### config.mk
export PLATFORM = sky130hd
export DESIGN_NAME = proc_bus_req_queue_flat
export DESIGN_NICKNAME = d
export VERILOG_FILES = /design/src/rtl/proc_bus_req_queue_pkg.sv /design/src/rtl/proc_bus_req_queue_if.sv /design/src/rtl/proc_bus_req_queue_fifo.sv /design/src/rtl/proc_bus_req_queue.sv /design/src/flat_wrapper.sv
export SDC_FILE = /design/constraint.sdc
export NUM_CORES = 1
export LEC_CHECK = 0
export ABC_CLOCK_PERIOD_IN_PS = 6480
export CAP_MARGIN = 10
export CELL_PAD_IN_SITES_DETAIL_PLACEMENT = 1
export CELL_PAD_IN_SITES_GLOBAL_PLACEMENT = 1
export CORE_AREA = 8 8 120 122
export CTS_BUF_LIST = sky130_fd_sc_hd__clkbuf_4
export DETAILED_ROUTE_END_ITERATION = 6
export DIE_AREA = 0 0 128 130
export PLACE_DENSITY_LB_ADDON = 0.15
export SLEW_MARGIN = 20
export SYNTH_ARGS = -nofsm -noshare
export SYNTH_HDL_FRONTEND = slang
export SYNTH_SLANG_ARGS = --single-unit
### constraint.sdc
create_clock -name clock -period 6.48 [get_ports clock]
set_input_delay 1.296 -clock clock [delete_from_list [all_inputs] [get_ports clock]]
set_output_delay 1.296 -clock clock [all_outputs]
set_load 0.05 [all_outputs]
### src/rtl/proc_bus_req_queue_pkg.sv
// Shared bus types for the processor-side request queue: widths, command record, FSM states.
package bus_pkg;

    localparam int BUS_ADDR_W = 16;
    localparam int BUS_DATA_W = 8;

    typedef logic [BUS_ADDR_W-1:0] BusAddr_t;
    typedef logic [BUS_DATA_W-1:0] BusData_t;

    typedef struct packed {
        logic     read;
        BusAddr_t addr;
        BusData_t wdata;
    } cmd_t;

    typedef enum logic [2:0] {
        IDLE    = 3'd0,
        ISSUE   = 3'd1,
        WAIT_RD = 3'd2,
        WAIT_WR = 3'd3,
        RESP    = 3'd4
    } ReqQState_t;

endpackage

### src/rtl/proc_bus_req_queue_if.sv
// Core-side command/response channels and the bus-master request handshake of the request queue.
interface proc_bus_req_queue_if #(
    parameter int ADDR_W = 16,
    parameter int DATA_W = 8
);
    // Handshakes: cmd and rsp transfer on a cycle where valid && ready; a raised valid and its
    // payload stay put until that cycle. mst_access holds until mst_start; the mst_* payload
    // stays stable from issue until the matching rd/wr done pulse.
    logic              cmd_valid;
    logic              cmd_ready;
    logic              cmd_read;
    logic [ADDR_W-1:0] cmd_addr;
    logic [DATA_W-1:0] cmd_wdata;
    logic              rsp_valid;
    logic              rsp_ready;
    logic              rsp_read;
    logic [DATA_W-1:0] rsp_data;
    logic              mst_access;
    logic              mst_do_read;
    logic [ADDR_W-1:0] mst_addr;
    logic [DATA_W-1:0] mst_wdata;
    logic              mst_wdata_rdy;
    logic              mst_start;
    logic              mst_rd_done;
    logic [DATA_W-1:0] mst_rd_data;
    logic              mst_wr_done;

    modport slave (
        input  cmd_valid, cmd_read, cmd_addr, cmd_wdata, rsp_ready,
               mst_start, mst_rd_done, mst_rd_data, mst_wr_done,
        output cmd_ready, rsp_valid, rsp_read, rsp_data,
               mst_access, mst_do_read, mst_addr, mst_wdata, mst_wdata_rdy
    );

    modport master (
        output cmd_valid, cmd_read, cmd_addr, cmd_wdata, rsp_ready,
               mst_start, mst_rd_done, mst_rd_data, mst_wr_done,
        input  cmd_ready, rsp_valid, rsp_read, rsp_data,
               mst_access, mst_do_read, mst_addr, mst_wdata, mst_wdata_rdy
    );

endinterface

### src/rtl/proc_bus_req_queue_fifo.sv
// Command FIFO for the request queue: power-of-two depth, wrapping pointers, occupancy count.
module req_cmd_fifo #(
    parameter int DEPTH = 4,
    parameter int W     = 25
) (
    input  logic                   clock,
    input  logic                   resetN,
    input  logic                   push,
    input  logic [W-1:0]           pushData,
    input  logic                   pop,
    output logic [W-1:0]           popData,
    output logic                   full,
    output logic                   empty,
    output logic [$clog2(DEPTH):0] count
);
    localparam int PTR_W = $clog2(DEPTH);

    logic [W-1:0]     mem [DEPTH];
    logic [PTR_W-1:0] wrPtr;
    logic [PTR_W-1:0] rdPtr;
    logic             doPush;
    logic             doPop;

    assign full    = (count == (PTR_W+1)'(DEPTH));
    assign empty   = (count == '0);
    assign doPush  = push && !full;
    assign doPop   = pop && !empty;
    assign popData = mem[rdPtr];

    always_ff @(posedge clock or negedge resetN) begin
        if (!resetN) begin
            wrPtr <= '0;
            rdPtr <= '0;
            count <= '0;
        end else begin
            if (doPush) wrPtr <= wrPtr + 1'b1;
            if (doPop)  rdPtr <= rdPtr + 1'b1;
            case ({doPush, doPop})
                2'b10:   count <= count + 1'b1;
                2'b01:   count <= count - 1'b1;
                default: ;
            endcase
        end
    end

    // Storage needs no reset: an entry is only read after it has been written.
    always_ff @(posedge clock) begin
        if (doPush) mem[wrPtr] <= pushData;
    end

endmodule

### src/rtl/proc_bus_req_queue.sv
// Processor bus request queue: buffers core commands, issues one bus transaction at a time
// and returns exactly one response per command.
module proc_bus_req_queue
    import bus_pkg::*;
#(
    parameter int DEPTH       = 4,
    parameter int ADDR_W      = BUS_ADDR_W,
    parameter int DATA_W      = BUS_DATA_W,
    parameter int WDATA_DELAY = 0
) (
    input  logic                   clock,
    input  logic                   resetN,
    proc_bus_req_queue_if.slave    bus,
    output ReqQState_t             dbgState,
    output logic [$clog2(DEPTH):0] dbgCount
);
    localparam int ENTRY_W = 1 + ADDR_W + DATA_W;
    localparam int CNT_W   = (WDATA_DELAY < 1) ? 1 : $clog2(WDATA_DELAY + 1);
    localparam logic [CNT_W-1:0] DELAY_LOAD = CNT_W'(WDATA_DELAY);

    ReqQState_t        state;
    ReqQState_t        nextState;
    logic              push;
    logic              pop;
    logic              full;
    logic              empty;
    logic [ENTRY_W-1:0] headEntry;
    logic              curRead;
    logic [ADDR_W-1:0] curAddr;
    logic [DATA_W-1:0] curWdata;
    logic [CNT_W-1:0]  delayCnt;
    logic              rspRead;
    logic [DATA_W-1:0] rspData;
    logic              mstAccess;
    logic              wdataRdy;
    logic              rspValid;

    // Pops happen only in IDLE, so a response held in RESP stalls the queue head.
    assign push = bus.cmd_valid && !full;
    assign pop  = (state == IDLE) && !empty;

    req_cmd_fifo #(.DEPTH(DEPTH), .W(ENTRY_W)) u_fifo (
        .clock    (clock),
        .resetN   (resetN),
        .push     (push),
        .pushData ({bus.cmd_read, bus.cmd_addr, bus.cmd_wdata}),
        .pop      (pop),
        .popData  (headEntry),
        .full     (full),
        .empty    (empty),
        .count    (dbgCount)
    );

    always_ff @(posedge clock or negedge resetN) begin
        if (!resetN) state <= IDLE;
        else         state <= nextState;
    end

    always_comb begin
        nextState = state;
        case (state)
            IDLE:    if (!empty)          nextState = ISSUE;
            ISSUE:   if (bus.mst_start)   nextState = curRead ? WAIT_RD : WAIT_WR;
            WAIT_RD: if (bus.mst_rd_done) nextState = RESP;
            WAIT_WR: if (bus.mst_wr_done) nextState = RESP;
            RESP:    if (bus.rsp_ready)   nextState = IDLE;
            default:                      nextState = IDLE;
        endcase
    end

    always_comb begin
        mstAccess = 1'b0;
        wdataRdy  = 1'b0;
        rspValid  = 1'b0;
        case (state)
            ISSUE:   mstAccess = 1'b1;
            WAIT_WR: wdataRdy  = (delayCnt == '0);
            RESP:    rspValid  = 1'b1;
            default: ;
        endcase
    end

    // The current command stays registered until the next pop, keeping mst_* stable through completion.
    always_ff @(posedge clock or negedge resetN) begin
        if (!resetN) begin
            curRead  <= 1'b0;
            curAddr  <= '0;
            curWdata <= '0;
            delayCnt <= '0;
            rspRead  <= 1'b0;
            rspData  <= '0;
        end else begin
            if (pop) {curRead, curAddr, curWdata} <= headEntry;
            if (state == ISSUE && bus.mst_start && !curRead)
                delayCnt <= DELAY_LOAD;
            else if (state == WAIT_WR && delayCnt != '0)
                delayCnt <= delayCnt - 1'b1;
            if (state == WAIT_RD && bus.mst_rd_done) begin
                rspRead <= 1'b1;
                rspData <= bus.mst_rd_data;
            end
            if (state == WAIT_WR && bus.mst_wr_done) begin
                rspRead <= 1'b0;
                rspData <= '0;
            end
        end
    end

    assign bus.cmd_ready     = !full;
    assign bus.mst_access    = mstAccess;
    assign bus.mst_do_read   = curRead;
    assign bus.mst_addr      = curAddr;
    assign bus.mst_wdata     = curWdata;
    assign bus.mst_wdata_rdy = wdataRdy;
    assign bus.rsp_valid     = rspValid;
    assign bus.rsp_read      = rspRead;
    assign bus.rsp_data      = rspData;
    assign dbgState          = state;

endmodule
### src/flat_wrapper.sv
// flat-port wrapper written by rule: the top's interface ports become plain ports
module proc_bus_req_queue_flat import bus_pkg::*;
#(
    parameter int DEPTH       = 4,
    parameter int ADDR_W      = BUS_ADDR_W,
    parameter int DATA_W      = BUS_DATA_W,
    parameter int WDATA_DELAY = 0
)
  (clock, resetN, dbgState, dbgCount, bus_cmd_valid, bus_cmd_read, bus_cmd_addr, bus_cmd_wdata, bus_rsp_ready, bus_mst_start, bus_mst_rd_done, bus_mst_rd_data, bus_mst_wr_done, bus_cmd_ready, bus_rsp_valid, bus_rsp_read, bus_rsp_data, bus_mst_access, bus_mst_do_read, bus_mst_addr, bus_mst_wdata, bus_mst_wdata_rdy);
  proc_bus_req_queue_if #(.ADDR_W(ADDR_W), .DATA_W(DATA_W)) bus_i ();
  input  logic clock;
  input  logic resetN;
  output ReqQState_t dbgState;
  output logic [$clog2(DEPTH):0] dbgCount;
  input wire logic [$bits(bus_i.cmd_valid)-1:0] bus_cmd_valid;
  input wire logic [$bits(bus_i.cmd_read)-1:0] bus_cmd_read;
  input wire logic [$bits(bus_i.cmd_addr)-1:0] bus_cmd_addr;
  input wire logic [$bits(bus_i.cmd_wdata)-1:0] bus_cmd_wdata;
  input wire logic [$bits(bus_i.rsp_ready)-1:0] bus_rsp_ready;
  input wire logic [$bits(bus_i.mst_start)-1:0] bus_mst_start;
  input wire logic [$bits(bus_i.mst_rd_done)-1:0] bus_mst_rd_done;
  input wire logic [$bits(bus_i.mst_rd_data)-1:0] bus_mst_rd_data;
  input wire logic [$bits(bus_i.mst_wr_done)-1:0] bus_mst_wr_done;
  output wire logic [$bits(bus_i.cmd_ready)-1:0] bus_cmd_ready;
  output wire logic [$bits(bus_i.rsp_valid)-1:0] bus_rsp_valid;
  output wire logic [$bits(bus_i.rsp_read)-1:0] bus_rsp_read;
  output wire logic [$bits(bus_i.rsp_data)-1:0] bus_rsp_data;
  output wire logic [$bits(bus_i.mst_access)-1:0] bus_mst_access;
  output wire logic [$bits(bus_i.mst_do_read)-1:0] bus_mst_do_read;
  output wire logic [$bits(bus_i.mst_addr)-1:0] bus_mst_addr;
  output wire logic [$bits(bus_i.mst_wdata)-1:0] bus_mst_wdata;
  output wire logic [$bits(bus_i.mst_wdata_rdy)-1:0] bus_mst_wdata_rdy;
  assign bus_i.cmd_valid = bus_cmd_valid;
  assign bus_i.cmd_read = bus_cmd_read;
  assign bus_i.cmd_addr = bus_cmd_addr;
  assign bus_i.cmd_wdata = bus_cmd_wdata;
  assign bus_i.rsp_ready = bus_rsp_ready;
  assign bus_i.mst_start = bus_mst_start;
  assign bus_i.mst_rd_done = bus_mst_rd_done;
  assign bus_i.mst_rd_data = bus_mst_rd_data;
  assign bus_i.mst_wr_done = bus_mst_wr_done;
  assign bus_cmd_ready = bus_i.cmd_ready;
  assign bus_rsp_valid = bus_i.rsp_valid;
  assign bus_rsp_read = bus_i.rsp_read;
  assign bus_rsp_data = bus_i.rsp_data;
  assign bus_mst_access = bus_i.mst_access;
  assign bus_mst_do_read = bus_i.mst_do_read;
  assign bus_mst_addr = bus_i.mst_addr;
  assign bus_mst_wdata = bus_i.mst_wdata;
  assign bus_mst_wdata_rdy = bus_i.mst_wdata_rdy;
  proc_bus_req_queue #(.DEPTH(DEPTH), .ADDR_W(ADDR_W), .DATA_W(DATA_W), .WDATA_DELAY(WDATA_DELAY)) u_core (.clock(clock), .resetN(resetN), .bus(bus_i), .dbgState(dbgState), .dbgCount(dbgCount));
endmodule
==> impl_metrics.tcl <==
set metrics [dict create \
    outcome "completed" \
    ys_async_sr_fraction_pct 31.0 \
    die_h_um 130 \
    synthFlopType "edfxtp_1" \
    power.density_nw_per_um2 529 \
    ir_drop_uv 285 \
    grt_pass1_vias 3090 \
    post-route-util_pct 55.4 \
    core_region_area_um2 12400 \
    min_path_type "reg -> reg" \
    cp.required_ns 5.18 \
    max_cap_viol_count 0 \
    crit_family "buffers and inverters" \
    synth_nets 312 \
    finClkSkew_ns 0.0116 \
    die_area_um2 16600 \
    grt_use_met1_pct 16.8 \
    multiInputGateArea_um2 1320 \
    area_growth_pct 24.1 \
    antenna_found_initial 0 \
    reg2reg_depth 8 \
    fin_tns_setup_ns 0 \
    drt_iter0_markers 116 \
    worstMarginPinSlew_ns 0.927 \
    nets 405 \
    seqCellArea_um2 4130 \
    rows 41 \
    hpwl_mm 6.73 \
    hold_buffers 0 \
    critPathCapture "bus_mst_wdata_rdy" \
    grt_pass1_wl_mm 17.2 \
    worstSetupPathDepth 3 \
    place_area_um2 6530 \
    fmax_mhz 280 \
    wl_mm 10.6 \
    fin_crit_sh_pct 55.1 \
    firstDrtPassIters 5 \
    overflow 0 \
    avgSynthCellArea_um2 20.8 \
    cp_slowest_cell "clkdlybuf4s50_1" \
    ioPinCount 84 \
    drc 0 \
    hold_viol 0 \
    timing.final.ws_setup_ns 2.91 \
    die_w_um 128 \
    syn_inst 266 \
    avgRoutedWirePerCell_um 19.5 \
    path_cells "nand2b_1 -> nor3b_1 -> clkdlybuf4s50_1" \
    ys_ff_latch 145 \
    htreeDepth 4 \
    reg2reg_slack_ns 4.02 \
    synthesis.area_um2 5540 \
    gp_congestion 0.692 \
    cts_max_path_buffers 2 \
    n_antenna_cell 0 \
    nFillCells 1176 \
    busiest_layer "met2" \
    post_cts_buffers 0 \
    initial_utilization_pct 44.7 \
    cp_max_fo 9 \
    period_needed_ns 3.57 \
    worstSetupPathType "reg -> out" \
    startpoint_type "register" \
    synth-edff-count 100 \
    global_route.usage.total_pct 14.0 \
    grt_max_degree 46 \
    seq_area_frac_synth_pct 74.5 \
    rsz0062_at_grt "false" \
    yosys_warnings 0 \
    clk_latency_ns 0.53 \
    finalInstanceArea_um2 6880 \
    crit_start "u_core.dbgState[0]" \
    r2r-end "u_core.u_fifo.count[2]" \
    r2r-start "u_core.u_fifo.count[0]" \
    root_buffer "clkbuf_4" \
    cts_num_sinks 145 \
    fin_hold_ws_ns 0.508 \
    cts_tree "built" \
    viasPerCell 5.10 \
    cts_buffers 17 \
    antenna_left 0 \
    cp_slowest_stage_delay_ns 0.83 \
    place_ws_ns 3.22 \
    ctsResizeCount 0 \
    setup-violations-final 0 \
    leakage_nw 2.49 \
    drive_gt1_share_pct 24.7 \
    timing.slew.headroom_pct 38.2 \
    path_buf_inv 1 \
    crit_path_end_kind "output port" \
    io_buffers 83 \
    arrival_ns 2.27 \
    clkSlewWorstSetupHoldPaths_ns 0.11 \
    met3_usage_pct 4.86 \
    drv_slew 0 \
    grt_use_met2_pct 22.6 \
    via_count 2774 \
    synth_cell_types 34 \
]
logic make-up after synthesis:
kind of cell,synth area share (%)
DFF,74.5
muxes,16.3
and+or+nand+nor,2.75
AOI/OAI and AO/OA,2.23
buffers and inverters,1.78
xor gates and xnor gates,0.948
adders and majority gates,1.49
power breakdown:
part / internal (mW) / total, mW / switching (mW)
combinational: 0.657 / 1.52 / 0.859
sequential: 1.27 / 1.44 / 0.173
clock: 0.382 / 0.682 / 0.300
area by class of cell:
class | count | area share (%)
well taps | 172 | 3.13
flip-flops and latches | 145 | 60.0
repair buffers | 85 | 12.3
clock buffers | 18 | 1.96
inverters | 5 | 0.273
multi-input cells | 105 | 19.2
clock inverters | 14 | 3.18
cell usage in the layout, fill, tap and decap left out, types with 2 or more instances in the layout:
cell type and n:
mux2_2 21, clkbuf_4 18, a22o_1 8, clkinv_2 4
clkdlybuf4s50_1 82, clkinv_1 3, nor2b_1 3, edfxtp_1 100
xnor2_1 3, bufinv_16 6, inv_1 5, buf_4 3
ha_1 5, o21ai_0 2, a21oi_1 4, xor2_1 3
dfrtp_1 44, mux2_4 7, nand2_1 3, and3_2 4
mux4_2 25, nor2_1 4
Yosys cell counts (2+ instances only):
master | number | area share, %
dfrtp_1 | 45 | 20
ha_1 | 5 | 1.1
buf_4 | 4 | 0.54
a22o_1 | 8 | 1.3
o21ai_0 | 2 | 0.18
xor2_1 | 3 | 0.47
clkbuf_1 | 2 | 0.14
and3_1 | 4 | 0.45
xnor2_1 | 3 | 0.47
nor2b_1 | 3 | 0.34
edfxtp_1 | 100 | 54
nand2_1 | 3 | 0.20
nor2_1 | 4 | 0.27
mux2_2 | 21 | 4.3
mux2_4 | 7 | 1.9
mux4_2 | 25 | 10
a21oi_1 | 4 | 0.36
buf_6 | 3 | 0.61
inv_1 | 5 | 0.34
stage by stage:
step,power (mW),cells
floorplan,2.54,266
global route,3.83,544
global placement,2.98,512
finish,3.64,544
CTS,3.71,544
detailed placement,3.02,512
how the worst min path moves through the flow:
stage | start | to | slack (ns) | cells after the start
floorplan | u_core.delayCnt | u_core.delayCnt | 0.46 | 1
global placement | u_core.delayCnt | u_core.delayCnt | 0.48 | 1
detailed placement | u_core.bus.rsp_data[2] | u_core.bus.rsp_data[2] | 0.48 | 1
CTS | u_core.delayCnt | u_core.delayCnt | 0.51 | 1
global route | u_core.delayCnt | u_core.delayCnt | 0.53 | 1
finish | u_core.delayCnt | u_core.delayCnt | 0.51 | 1
registers in the layout, indices dropped and copies added (netlist names), 2 cells and up:
signal                flops
u_core.bus.rsp_data       8
u_core.u_fifo.wrPtr       2
u_core.bus.mst_addr      16
u_core.u_fifo.count       3
u_core.dbgState           3
u_core.bus.mst_wdata      8
u_core.u_fifo.rdPtr       2
u_core.u_fifo.mem       100
routing by layer:
metal  part of all wire, %  vias to the layer above
met4                   1.1                        0
met1                    44                     1451
met3                   5.1                        8
met2                    50                       77
li1                      -                     1238
met5                     0                        -
(Power assumes the default switching activity.)
